File: src/rtl/rvee_mem_stage.sv
// rvee_mem_stage: RISC-V memory stage between exec and writeback.
// Non-memory ops pass through in one cycle. Aligned loads and stores run on a
// req/gnt/rvalid bus. Misaligned accesses, bus errors and bus timeouts raise
// an exception pulse. All writeback and exception outputs are registered.
module rvee_mem_stage #(
    parameter int XLEN           = 32,
    parameter int TIMEOUT_CYCLES = 255
) (
    input  logic              clk,
    input  logic              rst,
    input  logic              in_valid,
    output logic              in_ready,
    input  logic [XLEN-1:0]   in_pc,
    input  logic [XLEN-1:0]   in_addr,
    input  logic [XLEN-1:0]   in_wdata,
    input  logic [XLEN-1:0]   in_result,
    input  logic              in_load,
    input  logic              in_store,
    input  logic [1:0]        in_size,
    input  logic              in_unsigned,
    input  logic [4:0]        in_rd,
    input  logic              in_rd_we,
    output logic              bus_req,
    output logic              bus_we,
    output logic [XLEN-1:0]   bus_addr,
    output logic [XLEN-1:0]   bus_wdata,
    output logic [XLEN/8-1:0] bus_be,
    input  logic              bus_gnt,
    input  logic              bus_rvalid,
    input  logic [XLEN-1:0]   bus_rdata,
    input  logic              bus_err,
    output logic [4:0]        rd,
    output logic              rd_we,
    output logic [XLEN-1:0]   rd_data,
    output logic              exception,
    output logic [XLEN-1:0]   fault_pc,
    output logic [XLEN-1:0]   fault_addr,
    output logic [XLEN-2:0]   n_cause
);
    localparam int BE_W  = XLEN / 8;
    localparam int OFF_W = $clog2(BE_W);
    localparam int CNT_W = (TIMEOUT_CYCLES > 1) ? $clog2(TIMEOUT_CYCLES + 1) : 1;
    localparam logic [CNT_W-1:0] CNT_LAST = CNT_W'((TIMEOUT_CYCLES > 0) ? TIMEOUT_CYCLES - 1 : 0);

    typedef enum logic [1:0] {
        S_IDLE = 2'd0,
        S_REQ  = 2'd1,
        S_WAIT = 2'd2
    } state_e;

    // Exception cause code: access selects fault (5/7) over misaligned (4/6).
    function automatic logic [XLEN-2:0] cause_code(input logic is_store, input logic access);
        logic [2:0] code;
        code = access ? (is_store ? 3'd7 : 3'd5) : (is_store ? 3'd6 : 3'd4);
        return {{(XLEN-4){1'b0}}, code};
    endfunction

    // Natural-alignment check; a dword access is never legal on a 32-bit datapath.
    function automatic logic is_misaligned(input logic [1:0] size, input logic [2:0] low);
        case (size)
            2'd0:    return 1'b0;
            2'd1:    return low[0];
            2'd2:    return |low[1:0];
            2'd3:    return (XLEN == 32) || (|low);
            default: return 1'b0;
        endcase
    endfunction

    state_e            state_q, state_d;
    logic [CNT_W-1:0]  cnt_q, cnt_d;
    logic [XLEN-1:0]   pc_q, pc_d, addr_q, addr_d, wdata_q, wdata_d;
    logic [BE_W-1:0]   be_q, be_d;
    logic              store_q, store_d, uns_q, uns_d, lrdwe_q, lrdwe_d;
    logic [1:0]        size_q, size_d;
    logic [4:0]        lrd_q, lrd_d, rd_q, rd_d;
    logic              rd_we_q, rd_we_d, exc_q, exc_d;
    logic [XLEN-1:0]   rd_data_q, rd_data_d, fpc_q, fpc_d, faddr_q, faddr_d;
    logic [XLEN-2:0]   cause_q, cause_d;

    logic [BE_W-1:0]   be_base_s;
    logic [XLEN-1:0]   rdata_sh_s, lmask_s, load_val_s;
    logic              sign_s, timeout_s;

    // Lane placement for a new access and sub-word extraction for the response.
    assign be_base_s  = BE_W'((32'd1 << (32'd1 << in_size)) - 32'd1);
    assign rdata_sh_s = bus_rdata >> {addr_q[OFF_W-1:0], 3'b000};
    assign lmask_s    = (XLEN'(1'b1) << (32'd8 << size_q)) - XLEN'(1'b1);
    assign load_val_s = (rdata_sh_s & lmask_s) | ((!uns_q && sign_s) ? ~lmask_s : {XLEN{1'b0}});
    assign timeout_s  = (TIMEOUT_CYCLES != 0) && (cnt_q == CNT_LAST);

    // Sign bit of the loaded sub-word.
    always_comb begin
        sign_s = 1'b0;
        case (size_q)
            2'd0:    sign_s = rdata_sh_s[7];
            2'd1:    sign_s = rdata_sh_s[15];
            2'd2:    sign_s = rdata_sh_s[31];
            default: sign_s = rdata_sh_s[XLEN-1];
        endcase
    end

    // Next-state and output computation for the IDLE/REQ/WAIT controller.
    always_comb begin
        state_d   = state_q;
        cnt_d     = cnt_q;
        pc_d      = pc_q;
        addr_d    = addr_q;
        wdata_d   = wdata_q;
        be_d      = be_q;
        store_d   = store_q;
        size_d    = size_q;
        uns_d     = uns_q;
        lrd_d     = lrd_q;
        lrdwe_d   = lrdwe_q;
        rd_d      = rd_q;
        rd_data_d = rd_data_q;
        rd_we_d   = 1'b0;
        exc_d     = 1'b0;
        fpc_d     = fpc_q;
        faddr_d   = faddr_q;
        cause_d   = cause_q;
        case (state_q)
            S_IDLE: begin
                if (in_valid) begin
                    if (!in_load && !in_store) begin
                        rd_d      = in_rd;
                        rd_data_d = in_result;
                        rd_we_d   = in_rd_we && (in_rd != 5'd0);
                    end else if (is_misaligned(in_size, in_addr[2:0])) begin
                        exc_d   = 1'b1;
                        fpc_d   = in_pc;
                        faddr_d = in_addr;
                        cause_d = cause_code(in_store, 1'b0);
                    end else begin
                        pc_d    = in_pc;
                        addr_d  = in_addr;
                        wdata_d = in_wdata << {in_addr[OFF_W-1:0], 3'b000};
                        be_d    = be_base_s << in_addr[OFF_W-1:0];
                        store_d = in_store;
                        size_d  = in_size;
                        uns_d   = in_unsigned;
                        lrd_d   = in_rd;
                        lrdwe_d = in_rd_we;
                        cnt_d   = {CNT_W{1'b0}};
                        state_d = S_REQ;
                    end
                end else begin
                    state_d = S_IDLE;
                end
            end
            S_REQ: begin
                cnt_d = cnt_q + CNT_W'(1'b1);
                if (timeout_s) begin
                    exc_d   = 1'b1;
                    fpc_d   = pc_q;
                    faddr_d = addr_q;
                    cause_d = cause_code(store_q, 1'b1);
                    state_d = S_IDLE;
                end else if (bus_gnt) begin
                    state_d = S_WAIT;
                end else begin
                    state_d = S_REQ;
                end
            end
            S_WAIT: begin
                cnt_d = cnt_q + CNT_W'(1'b1);
                // A response in the timeout cycle still completes the access.
                if (bus_rvalid) begin
                    state_d = S_IDLE;
                    if (bus_err) begin
                        exc_d   = 1'b1;
                        fpc_d   = pc_q;
                        faddr_d = addr_q;
                        cause_d = cause_code(store_q, 1'b1);
                    end else if (!store_q) begin
                        rd_d      = lrd_q;
                        rd_data_d = load_val_s;
                        rd_we_d   = lrdwe_q && (lrd_q != 5'd0);
                    end else begin
                        rd_we_d = 1'b0;
                    end
                end else if (timeout_s) begin
                    exc_d   = 1'b1;
                    fpc_d   = pc_q;
                    faddr_d = addr_q;
                    cause_d = cause_code(store_q, 1'b1);
                    state_d = S_IDLE;
                end else begin
                    state_d = S_WAIT;
                end
            end
            default: state_d = S_IDLE;
        endcase
    end

    // State, latched op and registered outputs; reset returns to IDLE at once.
    always_ff @(posedge clk or posedge rst) begin
        if (rst) begin
            state_q   <= S_IDLE;
            cnt_q     <= {CNT_W{1'b0}};
            pc_q      <= {XLEN{1'b0}};
            addr_q    <= {XLEN{1'b0}};
            wdata_q   <= {XLEN{1'b0}};
            be_q      <= {BE_W{1'b0}};
            store_q   <= 1'b0;
            size_q    <= 2'd0;
            uns_q     <= 1'b0;
            lrd_q     <= 5'd0;
            lrdwe_q   <= 1'b0;
            rd_q      <= 5'd0;
            rd_data_q <= {XLEN{1'b0}};
            rd_we_q   <= 1'b0;
            exc_q     <= 1'b0;
            fpc_q     <= {XLEN{1'b0}};
            faddr_q   <= {XLEN{1'b0}};
            cause_q   <= {(XLEN-1){1'b0}};
        end else begin
            state_q   <= state_d;
            cnt_q     <= cnt_d;
            pc_q      <= pc_d;
            addr_q    <= addr_d;
            wdata_q   <= wdata_d;
            be_q      <= be_d;
            store_q   <= store_d;
            size_q    <= size_d;
            uns_q     <= uns_d;
            lrd_q     <= lrd_d;
            lrdwe_q   <= lrdwe_d;
            rd_q      <= rd_d;
            rd_data_q <= rd_data_d;
            rd_we_q   <= rd_we_d;
            exc_q     <= exc_d;
            fpc_q     <= fpc_d;
            faddr_q   <= faddr_d;
            cause_q   <= cause_d;
        end
    end

    assign in_ready   = (state_q == S_IDLE);
    assign bus_req    = (state_q == S_REQ);
    assign bus_we     = store_q;
    assign bus_addr   = {addr_q[XLEN-1:OFF_W], {OFF_W{1'b0}}};
    assign bus_wdata  = wdata_q;
    assign bus_be     = be_q;
    assign rd         = rd_q;
    assign rd_we      = rd_we_q;
    assign rd_data    = rd_data_q;
    assign exception  = exc_q;
    assign fault_pc   = fpc_q;
    assign fault_addr = faddr_q;
    assign n_cause    = cause_q;
endmodule
File: config.mk
export PLATFORM = sky130hd
export DESIGN_NAME = rvee_mem_stage
export DESIGN_NICKNAME = d
export VERILOG_FILES = /design/src/rtl/rvee_mem_stage.sv
export SDC_FILE = /design/constraint.sdc
export NUM_CORES = 1
export LEC_CHECK = 0
export ABC_AREA = 1
export CAP_MARGIN = 20
export CORE_MARGIN = 3
export CORE_UTILIZATION = 48
export CTS_CLUSTER_DIAMETER = 200
export DETAILED_ROUTE_END_ITERATION = 10
export GPL_ROUTABILITY_DRIVEN = 0
export PLACE_DENSITY = 0.87
export SYNTH_ARGS = -nofsm -noshare
export SYNTH_HDL_FRONTEND = slang
export SYNTH_SLANG_ARGS = --single-unit
File: constraint.sdc
create_clock -name clk -period 12.15 [get_ports clk]
set_input_delay 2.43 -clock clk [delete_from_list [all_inputs] [get_ports clk]]
set_output_delay 2.43 -clock clk [all_outputs]
set_load 0.05 [all_outputs]
# Yosys cells after proc, flatten, opt, wreduce, memory -nomap -nowiden
# Index checks and enable logic that the tools add are counted.
# classes
n_addsub	3
n_eq_ne	18
shift	7
n_mux	66
bitwise_logic	5
n_reduce_logical	22
# op_table
cell	n
$mux W32	18
$pmux W32 S3	2
$mux W31	6
$pmux W31 S3	1
$pmux W32 S2	1
$and A32 B32 Y32	1
$not A32 Y32	1
$or A32 B32 Y32	1
$shl A1 B2 Y32 const A	1
$shl A1 B32 Y32 const A	1
$shl A1 B32 Y4 const A	1
$shl A32 B5 Y32	1
$shl A4 B2 Y32 const A	1
$shr A32 B5 Y32	1
$sub A32 B1 Y32 const B	1
$mux W5	5
$mux W8	3
$mux W2	9
$pmux W8 S2	1
$mux W1	14
$ne A2 B2 Y1 const B	6
$pmux W5 S2	1
$reduce_bool A5 Y1	2
$ne A3 B3 Y1 const B	3
22 further kinds	39
# word_totals
regBits	254
in_bits	177
output_inout_bits	205
elab_cells	139

# Longest topological paths before layout
# Gate-level depths: netlist of the first run.
# logic_depth
depth_word	10
mapped_depth	12
depth_no_buf	11

# Worst setup path after synthesis of the first run
# OpenSTA, ideal clock, no wires.
# synth_timing
path_type	input to register
start	input port in_addr[0]
end	register fpc_q[10], in the netlist fault_pc[10]
setup_time_ns	0.125
arrival_time_ns	3.559
required_ns	12.025
setup_slack_ns	8.467
stages	12
path_buffers	4
cell_sequence	buf_2 > inv_2 > buf_6 > nand3_2 > nand2_2 > nand2_2 > nand2_2 > inv_2 > buf_6 > buf_4 > nand3_1 > nand3_1
# synth_between
elab_chain_len	7
# synth_rtl
item	line	rtl
from (decl)	14	input logic [XLEN-1:0] in_addr,
$reduce_or A2 Y1	63	2'd2: return |low[1:0];
$pmux W1 S4 (*)	60	case (size)
$mux W1 (*)	125	if (!in_load && !in_store) begin
$mux W1 (*)	124	if (in_valid) begin
$mux W1 (*)	122	case (state_q)
$ne A2 B1 Y1 (no line) (*)	--	
$reduce_and A5 Y1 (no line) (*)	--	
to (signal assigned)	214	fpc_q <= {XLEN{1'b0}};
to (signal assigned)	233	fpc_q <= fpc_d;
to (decl)	77	logic [XLEN-1:0] rd_data_q, rd_data_d, fpc_q, fpc_d, faddr_q, faddr_d;
# Mark *: on every way between the ends. The rest lies on a longest branch, timed or not. The select of a mux whose other input is x is not followed.
# A chain may end at the register's enable or synchronous reset.

# Final worst setup path of the first run
# layout_timing
start	input port in_addr[0]
end	register faddr_q[15], in the netlist fault_addr[15]
# layout_between
elab_chain_len	7
# layout_rtl
item	line	rtl
$reduce_or A2 Y1	63	
$pmux W1 S4 (*)	60	
$mux W1 (*)	125	
$mux W1 (*)	124	
$mux W1 (*)	122	
$ne A2 B1 Y1 (no line) (*)	--	
$reduce_and A5 Y1 (no line) (*)	--	
to (signal assigned)	215	faddr_q <= {XLEN{1'b0}};
to (signal assigned)	234	faddr_q <= faddr_d;
to (decl)	77	
# Marked as above.

==> flow_metrics.tcl, run 1 <==
set metrics [dict create \
    ir_drop_mv 0.216 \
    end_kind "flop" \
    period_share_pct 49.0 \
    syn_avg_cell_area_um2 7.30 \
    clk_pin_slew_ns 0.06 \
    cpPeakStageDelay_ns 1.19 \
    crit_fanout 83 \
    crit_chain "clkdlybuf4s50_1, inv_2, o21ai_2, nand2_2, nand2_2, nand2_2, buf_4, inv_2, buf_4, nand3_1, nand2_1" \
    worst_r2r_startpoint "state_q[0]" \
    cell_internal_pwr_mw 2.70 \
    ant_nets 0 \
    drt_wl_total_um 42100 \
    synth_area_um2 13300 \
    fin_cells 2464 \
    post-route-min-period_ns 5.96 \
    setup_violations 0 \
    syn_inst 1817 \
    via_count 13300 \
    worstSetupEndpoint "fault_addr[15]" \
    required_ns 12.63 \
    drtPass1Iterations 6 \
    viasPerCell 5.41 \
    post_route_cells_drive_above_1_share_pct 4.34 \
    grt_pass1_wl_um 65800 \
    placed_cells 2410 \
    cts_resized 0 \
    grt_max_degree 109 \
    cts_buffers 28 \
    rows 60 \
    crit_family "buffers and inverters" \
    route.detailed.wl_per_inst_um 17.1 \
    cp_data_arrival_time_ns 6.44 \
    slowest_stage "clkdlybuf4s50_1" \
    cts_buffer_depth 3 \
    synth-seq-cells 254 \
    combPwrFrac_pct 55.8 \
    synth-edff-count 0 \
    setup.worst_path.start_class "primary input" \
    h-tree-depth 1 \
    cp_num_buf_inv 5 \
    die_area_um2 29700 \
    p_switching_mw 2.77 \
    status "finished clean" \
    port-buffer-count 379 \
    core_um2 27000 \
    grt_usage_pct 27.4 \
    drt_iter0_drc 1275 \
    ioPinCount 382 \
    slew_headroom_pct 27.6 \
    worst_r2r_path_depth 11 \
    syn_to_final_growth_pct 34.8 \
    seq_power_share_pct 26.8 \
    p_sw_share_pct 50.6 \
    final-max-slew-violation-count 0 \
    first_global_vias 12800 \
    root_buffer "clkbuf_16" \
    hold_path.class "flop to flop" \
    cts_hold_buf 0 \
    async_reset_ff_share_pct 100 \
    die-height_um 172 \
    finClkSkew_ns 0.0191 \
    insertion_delay_ns 0.55 \
    worst_pin_slew_ns 1.08 \
    critPathLaunch "in_addr[0]" \
    grt_antenna_before_repair 1 \
    hpwl_um 28600 \
    die_w_um 172 \
    maxCapViolCount 0 \
    nets 2284 \
    clkPwrFrac_pct 17.4 \
    start_util_pct 49.1 \
    hold_viol 0 \
    path_common_cell "nand2_2" \
    r2r_setup_slack_ns 8.64 \
    critPathKind "primary input to flop" \
    setup_tns_ns 0 \
    synthFlopType "dfrtp_1" \
    synth_warnings 0 \
    route.detailed.drc 0 \
    critical_path_cell_count 11 \
    grt_setup_unrepaired "no" \
    grt-ovfl-total 0 \
    r2r-end "fault_addr[15]" \
    powerDensity_nw_per_um2 306 \
    clock-sinks 254 \
    leakagePower_nw 8.64 \
    cts_setup_buffers 0 \
    cts_tree "yes" \
    fmax_mhz 168 \
    ys_seq_area_share_pct 47.9 \
    synth.distinct_cells 37 \
]
## worst register-to-register path: stages, from the launching register on
cell and delay, ns:
dfrtp_1 0.37, inv_1 0.10, ha_2 0.20, inv_2 0.39
nor2_1 0.18, nor3b_2 0.27, nand2_2 0.07, buf_4 0.36
inv_2 0.44, buf_4 0.71, nand3_1 0.25, nand2_1 0.11
## power by group through the flow
stage / registers (mW) / logic (mW) / clock network [mW]
3_5_place_dp: 1.46 / 3.03 / 0
3_3_place_gp: 1.45 / 2.95 / 0
2_1_floorplan: 2.16 / 1.45 / 0
4_1_cts: 1.46 / 3.05 / 0.959
5_1_grt: 1.50 / 3.28 / 0.994
6_report: 1.47 / 3.05 / 0.951
## cell usage in the layout (no fill, tap or decap), types with 6 or more instances in the layout
cell,instances
a21oi_1,68
a31oi_1,15
buf_4,8
bufinv_16,6
clkbuf_16,28
clkbuf_8,6
clkdlybuf4s50_1,379
dfrtp_1,254
inv_1,200
inv_2,7
nand2_1,580
nand2_2,6
nand3_1,158
nor2_1,177
o211ai_1,8
o21ai_0,148
o21ai_1,13
o31ai_1,9
or2_2,8
## worst min-delay path by stage
stage	to	depth (start not counted)	start	slack, ns
finish	bus_wdata[13]	2	bus_wdata[13]	0.48
global route	bus_wdata[31]	2	bus_wdata[31]	0.50
CTS	rd_data[13]	2	rd_data[13]	0.48
detailed placement	rd_data[13]	2	rd_data[13]	0.47
global placement	pc_q[25]	2	pc_q[25]	0.46
floorplan	pc_q[10]	2	pc_q[10]	0.45
## layer usage
metal	global-route usage (%)	vias to the layer above	share of wire (%)	wire [µm]
li1	-	6212	-	-
met1	35.1	6300	39	16600
met2	45.1	706	47	20000
met3	6.61	117	9.4	3970
met4	10.7	0	3.8	1600
met5	0	-	0	0
## final cells by class
class / count / area, µm²
repair buffers: 389 / 3900
clock inverters: 14 / 244
multi-input cells: 1219 / 5360
clock buffers: 37 / 795
inverters: 209 / 792
fillers: 2103 / 9150
well taps: 341 / 427
diodes: 1 / 2.50
flip-flops and latches: 254 / 6360
## Yosys cell counts, drive strengths merged, types with 2 or more instances
cell type,count,share of area (%)
a31oi,15,0.71
o21ai,162,6.1
o31ai,9,0.51
or2,8,0.38
inv,208,5.9
a21oi,70,2.8
dfrtp,254,48
o211ai,8,0.45
nand2,588,17
buf,94,4.7
ha,6,0.57
nand3,160,6.1
clkbuf,42,1.2
o22ai,3,0.14
nor3,4,0.24
xor2,2,0.13
nor2,178,5.1
## per-stage QoR
stage                     hold slack (ns)  utilization [%]  instance area (µm²)  setup WS, ns  power (mW)
after floorplan                     0.450                -                13300          2.73        3.61
after global routing                0.502             66.1                17900          5.89        5.78
after detailed placement            0.467             62.1                16800          5.72        4.49
final                               0.483             66.1                17900          6.19        5.47
after CTS                           0.483             66.0                17800          6.26        5.46
after global placement              0.462             62.1                16800          5.90        4.40
## logic make-up after synthesis
logic type,Yosys count,synth area share [%]
AOI/OAI and AO/OA,269,10.8
xor gates and xnor gates,2,0.132
adders and majority gates,6,0.566
buffers and inverters,345,11.8
DFF,254,47.9
other,1,0.0283
and+or+nand+nor,940,28.7
## sequential cells by signal (all words and copies together) (netlist names)
name and count:
state_q 2, bus_wdata 32, bus_be 4, lrdwe_q 1, rd_we 1, rd 5, lrd_q 5, rd_data 32
fault_pc 32, fault_addr 32, cnt_q 8, exception 1, pc_q 32, size_q 2, bus_we 1, uns_q 1
addr_q 32, n_cause 31
Power figures use the tool's default switching activity.
==> run 2: changes to the inputs <==
==> constraint.sdc (replaced) <==
create_clock -name clk -period 6.2 [get_ports clk]
set_input_delay 1.24 -clock clk [delete_from_list [all_inputs] [get_ports clk]]
set_output_delay 1.24 -clock clk [all_outputs]
set_load 0.05 [all_outputs]
==> flow_metrics.tcl, run 2 (synthesis results as in run 1) <==
set metrics [dict create \
    status "finished clean" \
    leakagePower_nw 8.59 \
    die-height_um 172 \
    insertion_delay_ns 0.54 \
    grt_usage_pct 27.0 \
    route.detailed.drc 0 \
    period_share_pct 63.0 \
    antennaDiodeCount 0 \
    viasPerCell 5.35 \
    critPathKind "flop to flop" \
    grt_pass1_wl_um 65100 \
    layout_commonest_cell "nand2_1" \
    clock-sinks 254 \
    grt_max_degree 148 \
    slowest_stage "nand2_2" \
    end_kind "flop" \
    cpPeakStageDelay_ns 0.78 \
    grt-ovfl-total 0 \
    first_global_vias 12900 \
    cts_resized 0 \
    port-buffer-count 379 \
    via_count 13200 \
    clk_pin_slew_ns 0.06 \
    power.total_mw 10.5 \
    ant_nets 0 \
    placed_cells 2414 \
    grt_setup_unrepaired "no" \
    cts_tree "yes" \
    die_w_um 172 \
    core_um2 27000 \
    finClkSkew_ns 0.0117 \
    fmax_mhz 256 \
    cp_data_arrival_time_ns 4.32 \
    setup_violations 0 \
    post_route_cells_drive_above_1_share_pct 4.42 \
    setup.worst_path.start_class "flop" \
    powerDensity_nw_per_um2 590 \
    cts_setup_buffers 0 \
    hpwl_um 28400 \
    setup_tns_ns 0 \
    grtUsageMet1_pct 34.9 \
    mostFrequentLayoutCells "nand2_1, clkdlybuf4s50_1, dfrtp_1" \
    die_area_um2 29700 \
    slew_headroom_pct 30.4 \
    cts_buffer_depth 3 \
    crit_chain "inv_1, ha_2, inv_2, o21ai_0, nand2_2, clkinv_1, o211ai_1, nand2_1" \
    drt_iter0_drc 1149 \
    required_ns 6.62 \
    crit_fanout 57 \
    fin_cells 2467 \
    nets 2287 \
    nFillCells 2133 \
    syn_to_final_growth_pct 33.8 \
    cts_buffers 28 \
    ir_drop_mv 0.442 \
    grt_antenna_before_repair 0 \
    rows 60 \
    final-max-slew-violation-count 0 \
    route.detailed.wl_per_inst_um 16.7 \
    ioPinCount 382 \
    root_buffer "clkbuf_16" \
    met3_usage_pct 5.78 \
    cts_hold_buf 0 \
    hold_viol 0 \
    grt.busiest_layer "met2" \
    hold_path.class "flop to flop" \
    worst_pin_slew_ns 1.04 \
    drtPass1Iterations 5 \
    start_util_pct 49.1 \
    h-tree-depth 1 \
    drt_wl_total_um 41300 \
    met2_usage_pct 44.6 \
    post-route-min-period_ns 3.90 \
    maxCapViolCount 0 \
]
[run 2: cell count changes in the layout (fill, tap and decap cells not counted), sizes merged, moves of 2 or more]
cell      previous run  this run
bufinv               6         0
clkinvlp             2         4
buf                 10        13
clkinv               6        11
[run 2: power breakdown]
group | leakage [nW] | total [mW] | switching, mW | internal (mW)
combinational | 4.97 | 6.03 | 4.22 | 1.81
clock | 0.442 | 1.61 | 0.697 | 0.908
sequential | 3.18 | 2.83 | 0.480 | 2.35
[run 2: worst paths after layout]
check,slack (ns),cells past startpoint,start,to
max in group asynchronous,4.15,3,rst,addr_q[8]
worst max register to register,2.30,8,state_q[0],rd_data[1]
worst min-delay path,0.48,2,rd_data[18],rd_data[18]
worst max-delay path,2.30,8,state_q[0],rd_data[1]
worst min register to register,0.48,2,rd_data[18],rd_data[18]
min in group asynchronous,0.98,2,rst,fault_pc[22]
[run 2: stage by stage]
stage | utilization, % | hold slack, ns | worst slack (ns) | instance area, µm²
3_5_place_dp | 62.3 | 0.465 | 1.81 | 16800
3_3_place_gp | 62.3 | 0.462 | 1.97 | 16800
4_1_cts | 65.6 | 0.481 | 2.34 | 17700
6_report | 65.7 | 0.479 | 2.30 | 17700
5_1_grt | 65.7 | 0.488 | 2.03 | 17700
2_1_floorplan | - | 0.450 | 1.62 | 13300
[run 2: layout make-up]
cell class	count	area [µm²]	share of cell area (%)
multi-input cells	1219	5360	30.2
well taps	341	427	2.40
clock buffers	38	798	4.50
flip-flops and latches	254	6360	35.8
clock inverters	14	98.8	0.557
repair buffers	392	3920	22.1
inverters	209	788	4.44
[run 2: worst max-delay path: cells and delay by family (launching register included)]
family                     cells  cell delay, ns
buffers and inverters          3            1.44
and+or+nand+nor                2            0.87
AOI/OAI and AO/OA              2            0.55
adders and majority gates      1            0.50
DFF                            1            0.39
[run 2: metal layers]
metal  vias to the layer above  routed length [µm]
met1                      6178               16500
met3                       108                3560
met4                         0                1650
met2                       683               19600
met5                         -                   0
li1                       6224                   -
